--- src/rtl/mem_arbiter_if.sv ---
// mem_arbiter_if: bundle of the two requester ports and the RAM-side bus of
// the round-robin memory arbiter.
//   Requester port N (N = 0 CPU, 1 DMA):
//     reqN, weN, addrN, wdataN  -> arbiter
//     ackN, rdataN              <- arbiter
//   RAM side:
//     mem_en, mem_we, mem_addr, mem_wdata -> RAM
//     mem_rdata                           <- RAM (valid one cycle after mem_en)
// Modports:
//   slave  - the arbiter itself
//   master - the environment (requesters plus RAM model)
interface mem_arbiter_if #(
    parameter int ADDR_WIDTH = 16,
    parameter int DATA_WIDTH = 16
) ();
    logic                  req0,   req1;
    logic                  we0,    we1;
    logic [ADDR_WIDTH-1:0] addr0,  addr1;
    logic [DATA_WIDTH-1:0] wdata0, wdata1;
    logic                  ack0,   ack1;
    logic [DATA_WIDTH-1:0] rdata0, rdata1;
    logic                  mem_en;
    logic                  mem_we;
    logic [ADDR_WIDTH-1:0] mem_addr;
    logic [DATA_WIDTH-1:0] mem_wdata;
    logic [DATA_WIDTH-1:0] mem_rdata;

    modport slave (
        input  req0, req1, we0, we1, addr0, addr1, wdata0, wdata1, mem_rdata,
        output ack0, ack1, rdata0, rdata1, mem_en, mem_we, mem_addr, mem_wdata
    );

    modport master (
        output req0, req1, we0, we1, addr0, addr1, wdata0, wdata1, mem_rdata,
        input  ack0, ack1, rdata0, rdata1, mem_en, mem_we, mem_addr, mem_wdata
    );
endinterface

--- src/rtl/mem_arbiter.sv ---
// mem_arbiter: two-port round-robin arbiter in front of one single-port
// synchronous RAM. Each access walks IDLE -> ISSUE -> CAPTURE, so one access
// completes every three cycles and the winner gets a one-cycle ack together
// with registered read data.
// Ports:
//   clk    - rising-edge clock
//   reset  - synchronous, active-high
//   bus    - mem_arbiter_if.slave: both requester ports and the RAM bus
module mem_arbiter #(
    parameter int ADDR_WIDTH = 16,
    parameter int DATA_WIDTH = 16
) (
    input  logic          clk,
    input  logic          reset,
    mem_arbiter_if.slave  bus
);

    typedef enum logic [1:0] {
        S_IDLE    = 2'd0,
        S_ISSUE   = 2'd1,
        S_CAPTURE = 2'd2
    } state_e;

    state_e                state_q,     state_d;
    logic                  last_q,      last_d;
    logic                  gnt_q,       gnt_d;
    logic                  we_q,        we_d;
    logic [ADDR_WIDTH-1:0] mem_addr_q,  mem_addr_d;
    logic [DATA_WIDTH-1:0] mem_wdata_q, mem_wdata_d;
    logic [1:0]            ack_q,       ack_d;
    logic [DATA_WIDTH-1:0] rdata_q [2];
    logic [DATA_WIDTH-1:0] rdata_d [2];

    logic [1:0]            elig;
    logic                  we_in    [2];
    logic [ADDR_WIDTH-1:0] addr_in  [2];
    logic [DATA_WIDTH-1:0] wdata_in [2];

    assign we_in[0]    = bus.we0;
    assign we_in[1]    = bus.we1;
    assign addr_in[0]  = bus.addr0;
    assign addr_in[1]  = bus.addr1;
    assign wdata_in[0] = bus.wdata0;
    assign wdata_in[1] = bus.wdata1;

    // A port that is being acked this cycle is still holding its old request;
    // masking it keeps that stale request from being granted a second time.
    assign elig = {bus.req1, bus.req0} & ~ack_q;

    always_comb begin
        state_d     = state_q;
        last_d      = last_q;
        gnt_d       = gnt_q;
        we_d        = we_q;
        mem_addr_d  = mem_addr_q;
        mem_wdata_d = mem_wdata_q;
        ack_d       = 2'b00;
        rdata_d     = rdata_q;

        case (state_q)
            S_IDLE: begin
                if (elig != 2'b00) begin
                    // On a tie the port that did not win last time goes first.
                    gnt_d       = (elig == 2'b11) ? ~last_q : elig[1];
                    last_d      = gnt_d;
                    we_d        = we_in[gnt_d];
                    mem_addr_d  = addr_in[gnt_d];
                    mem_wdata_d = wdata_in[gnt_d];
                    state_d     = S_ISSUE;
                end
            end
            S_ISSUE: begin
                state_d = S_CAPTURE;
            end
            S_CAPTURE: begin
                ack_d[gnt_q] = 1'b1;
                if (!we_q) begin
                    rdata_d[gnt_q] = bus.mem_rdata;
                end
                state_d = S_IDLE;
            end
            default: begin
                state_d = S_IDLE;
            end
        endcase
    end

    always_ff @(posedge clk) begin
        if (reset) begin
            state_q     <= S_IDLE;
            last_q      <= 1'b1;
            gnt_q       <= 1'b0;
            we_q        <= 1'b0;
            mem_addr_q  <= '0;
            mem_wdata_q <= '0;
            ack_q       <= 2'b00;
            rdata_q[0]  <= '0;
            rdata_q[1]  <= '0;
        end else begin
            state_q     <= state_d;
            last_q      <= last_d;
            gnt_q       <= gnt_d;
            we_q        <= we_d;
            mem_addr_q  <= mem_addr_d;
            mem_wdata_q <= mem_wdata_d;
            ack_q       <= ack_d;
            rdata_q[0]  <= rdata_d[0];
            rdata_q[1]  <= rdata_d[1];
        end
    end

    // The RAM is only ever enabled for the single ISSUE cycle of an access.
    assign bus.mem_en    = (state_q == S_ISSUE);
    assign bus.mem_we    = (state_q == S_ISSUE) && we_q;
    assign bus.mem_addr  = mem_addr_q;
    assign bus.mem_wdata = mem_wdata_q;
    assign bus.ack0      = ack_q[0];
    assign bus.ack1      = ack_q[1];
    assign bus.rdata0    = rdata_q[0];
    assign bus.rdata1    = rdata_q[1];

endmodule

--- src/flat_wrapper.sv ---
// flat-port wrapper written by rule: the top's interface ports become plain ports
module mem_arbiter_flat 
#(
    parameter int ADDR_WIDTH = 16,
    parameter int DATA_WIDTH = 16
)
  (clk, reset, bus_req0, bus_req1, bus_we0, bus_we1, bus_addr0, bus_addr1, bus_wdata0, bus_wdata1, bus_mem_rdata, bus_ack0, bus_ack1, bus_rdata0, bus_rdata1, bus_mem_en, bus_mem_we, bus_mem_addr, bus_mem_wdata);
  mem_arbiter_if #(.ADDR_WIDTH(ADDR_WIDTH), .DATA_WIDTH(DATA_WIDTH)) bus_i ();
  input  logic clk;
  input  logic reset;
  input wire logic [$bits(bus_i.req0)-1:0] bus_req0;
  input wire logic [$bits(bus_i.req1)-1:0] bus_req1;
  input wire logic [$bits(bus_i.we0)-1:0] bus_we0;
  input wire logic [$bits(bus_i.we1)-1:0] bus_we1;
  input wire logic [$bits(bus_i.addr0)-1:0] bus_addr0;
  input wire logic [$bits(bus_i.addr1)-1:0] bus_addr1;
  input wire logic [$bits(bus_i.wdata0)-1:0] bus_wdata0;
  input wire logic [$bits(bus_i.wdata1)-1:0] bus_wdata1;
  input wire logic [$bits(bus_i.mem_rdata)-1:0] bus_mem_rdata;
  output wire logic [$bits(bus_i.ack0)-1:0] bus_ack0;
  output wire logic [$bits(bus_i.ack1)-1:0] bus_ack1;
  output wire logic [$bits(bus_i.rdata0)-1:0] bus_rdata0;
  output wire logic [$bits(bus_i.rdata1)-1:0] bus_rdata1;
  output wire logic [$bits(bus_i.mem_en)-1:0] bus_mem_en;
  output wire logic [$bits(bus_i.mem_we)-1:0] bus_mem_we;
  output wire logic [$bits(bus_i.mem_addr)-1:0] bus_mem_addr;
  output wire logic [$bits(bus_i.mem_wdata)-1:0] bus_mem_wdata;
  assign bus_i.req0 = bus_req0;
  assign bus_i.req1 = bus_req1;
  assign bus_i.we0 = bus_we0;
  assign bus_i.we1 = bus_we1;
  assign bus_i.addr0 = bus_addr0;
  assign bus_i.addr1 = bus_addr1;
  assign bus_i.wdata0 = bus_wdata0;
  assign bus_i.wdata1 = bus_wdata1;
  assign bus_i.mem_rdata = bus_mem_rdata;
  assign bus_ack0 = bus_i.ack0;
  assign bus_ack1 = bus_i.ack1;
  assign bus_rdata0 = bus_i.rdata0;
  assign bus_rdata1 = bus_i.rdata1;
  assign bus_mem_en = bus_i.mem_en;
  assign bus_mem_we = bus_i.mem_we;
  assign bus_mem_addr = bus_i.mem_addr;
  assign bus_mem_wdata = bus_i.mem_wdata;
  mem_arbiter #(.ADDR_WIDTH(ADDR_WIDTH), .DATA_WIDTH(DATA_WIDTH)) u_core (.clk(clk), .reset(reset), .bus(bus_i));
endmodule
--- config.mk ---
export PLATFORM = sky130hd
export DESIGN_NAME = mem_arbiter_flat
export DESIGN_NICKNAME = d
export VERILOG_FILES = /design/src/rtl/mem_arbiter_if.sv /design/src/rtl/mem_arbiter.sv /design/src/flat_wrapper.sv
export SDC_FILE = /design/constraint.sdc
export NUM_CORES = 1
export LEC_CHECK = 0
export BUFFER_PORTS_ARGS = -buffer_cell sky130_fd_sc_hd__buf_2
export CAP_MARGIN = 20
export CORE_MARGIN = 5
export CORE_UTILIZATION = 40
export CTS_CLUSTER_DIAMETER = 120
export DETAILED_ROUTE_END_ITERATION = 6
export PLACE_DENSITY = 0.81
export SETUP_SLACK_MARGIN = 0.4
export SKIP_LAST_GASP = 1
export SYNTH_ARGS = -nofsm -noshare
export SYNTH_HDL_FRONTEND = slang
export SYNTH_SLANG_ARGS = --single-unit
--- constraint.sdc ---
create_clock -name clk -period 1.2 [get_ports clk]
set_input_delay 0.24 -clock clk [delete_from_list [all_inputs] [get_ports clk]]
set_output_delay 0.24 -clock clk [all_outputs]
set_load 0.01 [all_outputs]
# After elaboration in Yosys (flattened, before gate mapping)
# Cells that the tools add are included.
# totals
inputBits	86
wordCells	50
register_bits	71
# classes
n_eq_ne	4
magnitude_cmp	5
n_bitwise	7
n_reduce_logical	8
n_mux	17
# ops
cell	count
$mux 16	7
$bwmux 32	1
$demux 16 s1	1
$mux 1	5
$eq 2x2->1 const B	2
$ge 2x2->1 const B	2
$not 1->2	2
$pmux 2 s2	1
$reduce_and 2->1	2
$logic_and 1x1->1	3
$not 1->1	3
$and 2x2->2	1
$eq 2x1->1 const B	1
$logic_not 2->1	1
$lt 1x2->1 const B	1
$lt 2x1->1 const B	1
$mux 2	1
$ne 2x1->1 const B	1
$not 2->2	1
$reduce_bool 2->1	1
$reduce_or 2->1	1
$demux 1 s1	1
$ge 1x1->1 const B	1

# Longest topological paths before layout
# depth
word_depth	8
ltp_mapped	6

# Worst setup path after synthesis
# Ideal clock, no wire load.
# synth_timing
path_kind	reg-to-reg
startpoint	register u_core.ack_q[0]
endpoint	register u_core.mem_addr_q[0] (netlist: u_core.bus.mem_addr[0])
stages_incl_launch_ff	7
setup_time_ps	91
required_time_ps	1109
setup_slack_ps	-37
arrival_ps	1146
cell_sequence	dfxtp_1 > nand3b_1 > and2_1 > buf_4 > buf_6 > nand2_1 > a311oi_1
# synth_via
elab_chain_cells	8
# synth_lines
element	line_no	rtl
start, declared	mem_arbiter.sv:30	logic [1:0] ack_q, ack_d;
start signal, assigned	mem_arbiter.sv:106	ack_q <= ack_d;
$not 2->2 (*)	mem_arbiter.sv:48	assign elig = {bus.req1, bus.req0} & ~ack_q;
$and 2x2->2 (*)	mem_arbiter.sv:48	
$eq 2x2->1	mem_arbiter.sv:64	gnt_d = (elig == 2'b11) ? ~last_q : elig[1];
$mux 1	mem_arbiter.sv:64	
$not 1->2 (implied by the code)	mem_arbiter.sv:67	mem_addr_d = addr_in[gnt_d];
$mux 16 (implied by the code) (3 in series)	mem_arbiter.sv:67	
end signal, assigned	mem_arbiter.sv:104	mem_addr_q <= mem_addr_d;
end, declared	mem_arbiter.sv:28	logic [ADDR_WIDTH-1:0] mem_addr_q, mem_addr_d;
# Mark *: on every way between the ends. The rest lies on a longest branch, timed or not. The select of a mux whose other input is x is not followed.
# A chain may end at the register's enable or synchronous reset.

# Worst setup path after layout
# layout_timing
startpoint	register u_core.state_q[0]
endpoint	register u_core.rdata_q, in the netlist u_core.bus.rdata1[10]
# layout_via
elab_chain_cells	2
# layout_lines
element	line_no	rtl
start, declared	mem_arbiter.sv:24	state_e state_q, state_d;
start signal, assigned	mem_arbiter.sv:100	state_q <= state_d;
$eq 2x2->1	mem_arbiter.sv:60	case (state_q)
$reduce_and 2->1 (no line)	-	
end, declared	mem_arbiter.sv:31	logic [DATA_WIDTH-1:0] rdata_q [2];
# Every way passes these cells.

==> flow_metrics.env <==
export IMPL_required_ns=1.43
export IMPL_peakVddDrop_mv=0.723
export IMPL_p_total_w=0.00648
export IMPL_cts_buffers=9
export IMPL_drt_wl_total_um=11400
export IMPL_final_period_utilization_pct=116
export IMPL_synth_cell_types=26
export IMPL_grt_max_degree=42
export IMPL_r2r_setup_slack_ns=-0.19
export IMPL_status="finished, violations left"
export IMPL_die_h_um=95.4
export IMPL_final_common_cell="buf_2"
export IMPL_dp_hpwl_um=5870
export IMPL_clk_pin_slew_worst_paths_ns=0.08
export IMPL_ys_seq_area_share_pct=48.8
export IMPL_pin_count=154
export IMPL_die_area_mm2=0.00910
export IMPL_whs_ns=0.136
export IMPL_row_count=31
export IMPL_core_area_mm2=0.00718
export IMPL_max_freq_mhz=721
export IMPL_globalplace_congestion=0.752
export IMPL_max_stage_delay_ns=0.35
export IMPL_synth_net_count=438
export IMPL_cp_start_kind="flop"
export IMPL_layout_setup_ws_ns=-0.187
export IMPL_path_class="flop to flop"
export IMPL_yosysWarnings=0
export IMPL_syn_inst=352
export IMPL_nets=650
export IMPL_port_buffers=153
export IMPL_overflow=0
export IMPL_placed_cells_incl_taps=590
export IMPL_stdcell_count=668
export IMPL_cts_sinks=71
export IMPL_post_drt_wl_per_cell_um=17.0
export IMPL_cts_root_buf="clkbuf_8"
export IMPL_drtPass1Iterations=4
export IMPL_avgViaCountPerCell=5.14
export IMPL_worst_path_max_fanout=7
export IMPL_clk_path_buf_depth=2
export IMPL_drc=0
export IMPL_tightestPinTransition_ns=0.386
export IMPL_final_antenna_net_count=0
export IMPL_cts_max_level=3
export IMPL_cts_tree="built"
export IMPL_power_density_mw_per_mm2=1160
export IMPL_min_path_type="input pin to flop"
export IMPL_p_leak_nw=2.48
export IMPL_insertion_delay_ns=0.34
export IMPL_die_w_um=95.4
export IMPL_worstPathCellList="buf_6, nor3b_4, buf_6, buf_12, nand2_8, buf_8, nand2_2, a21oi_2"
export IMPL_grtUsageTotal_pct=23.1
export IMPL_antenna_found_initial=0
export IMPL_drt_iter0_drc=72
export IMPL_arrival_ns=1.61
export IMPL_ys_flop_type="dfxtp_1"
export IMPL_async_reset_ff_share_pct=0
export IMPL_synth_seq_cells=71
export IMPL_syn_area_mm2=0.00292
export IMPL_syn_area_per_cell_um2=8.28
export IMPL_drv_slew=0
export IMPL_finalSetupViolCount=71
export IMPL_hold_viol_final=0
export IMPL_layout_drive_gt1_share_pct=71.5
export IMPL_initial_core_util_pct=40.6
export IMPL_synth_edf_count=0
export IMPL_layout_min_cycle_time_ns=1.39
export IMPL_violations="setup timing"
export IMPL_vias=3435
export IMPL_crit_path_end_kind="flop"
export IMPL_grt_pass1_wl_um=16400
export IMPL_layout_common_cells="87 x buf_2, 82 x nand2_1, 76 x buf_6, 66 x dfxtp_2, 47 x buf_4"
export IMPL_cpMostUsedCell="buf_6"
export IMPL_cp_slowest_cell="dfxtp_4"
export IMPL_diodes=0
export IMPL_grt_pass1_vias=3419
export IMPL_rsz0062_at_grt="true"
export IMPL_max_slew_margin_pct=74.3
export IMPL_fin_skew_ns=0.00773
export IMPL_drv_cap=0
export IMPL_area_growth_pct=92.5
==> metrics by stage <==
step	TNS, ns	instance area (um2)	util, %	setup slack, ns
6_report	-8.56	5610	78.2	-0.187
5_1_grt	-13.20	5610	78.2	-0.297
4_1_cts	-7.19	5310	74.1	-0.171
3_5_place_dp	-2.70	3860	53.8	-0.165
3_3_place_gp	-1.32	3860	53.8	-0.0656
2_1_floorplan	0	3010	-	0.0304
==> Yosys cell counts, types with 2 or more instances <==
library cell | number | area [um2]
nor2_1 | 35 | 131
buf_4 | 6 | 45.0
clkbuf_1 | 9 | 33.8
and2_1 | 3 | 18.8
and2b_1 | 2 | 15.0
a21oi_1 | 15 | 75.1
buf_2 | 7 | 35.0
a311oi_1 | 32 | 280
dfxtp_1 | 71 | 1420
nand2_1 | 132 | 495
nor2b_1 | 3 | 18.8
buf_6 | 6 | 67.6
a21oi_2 | 18 | 158
==> registers in the layout, summed over array words and instances (netlist names) <==
| signal | count |
|---|---|
| u_core.gnt_q | 1 |
| u_core.we_q | 1 |
| u_core.last_q | 1 |
| u_core.bus.mem_addr | 16 |
| u_core.bus.mem_wdata | 16 |
| u_core.ack_q | 2 |
| u_core.bus.rdata0 | 16 |
| u_core.bus.rdata1 | 16 |
| u_core.state_q | 2 |
==> critical path, delay by kind of cell, from the launching register on <==
family	cells	cell delay (ns)
buffers and inverters	4	0.52
flip-flops	1	0.35
AND/OR/NAND/NOR	3	0.34
AO/OA/AOI/OAI	1	0.05
==> power by group <==
group          switching (W)  internal [W]  total [W]
logic               0.000730      0.000937    0.00167
registers           0.000141       0.00256    0.00270
clock network       0.000941       0.00117    0.00211
==> final cells by class <==
cell class,count,area (um2)
clock buffer,9,124
sequential,71,1510
timing repair buffer,231,2120
clock inverter,7,97.6
tap,99,124
fill,422,1560
inverter,1,3.75
multi-input combinational,250,1630
==> cell families (layout without fill, tap and decap cells) <==
family,after synthesis,after routing,synth area share (%)
DFF,71,71,48.8
AOI/OAI and AO/OA,68,68,18.5
buffers and inverters,31,248,7.04
and+or+nand+nor,181,181,25.3
muxes,1,1,0.343
==> timing repair <==
action,in CTS,in global routing
resized for setup,212,25
pin swaps,48,19
endpoints found under the setup margin,137,138
gates cloned,7,5
buffers inserted,38,12
endpoints found under the hold margin,0,0
hold buffers,0,0
==> layer usage <==
layer  up-vias  share of wire (%)  track usage (%)
met1      1593                 38             26.6
met4         0                2.2             9.83
met3        31                8.3             5.68
li1       1606                  -                -
met2       205                 52             40.6
met5         -                  0                0
==> worst paths after layout <==
path	from	end	cells past startpoint
setup / recovery	u_core.state_q[0]	u_core.bus.rdata1[10]	8
hold / removal	bus_wdata1[11]	u_core.bus.mem_wdata[11]	3
setup reg to reg	u_core.state_q[0]	u_core.bus.rdata1[10]	8
hold reg to reg	u_core.last_q	u_core.last_q	2
Note: power is estimated with default switching activity, not from simulation.
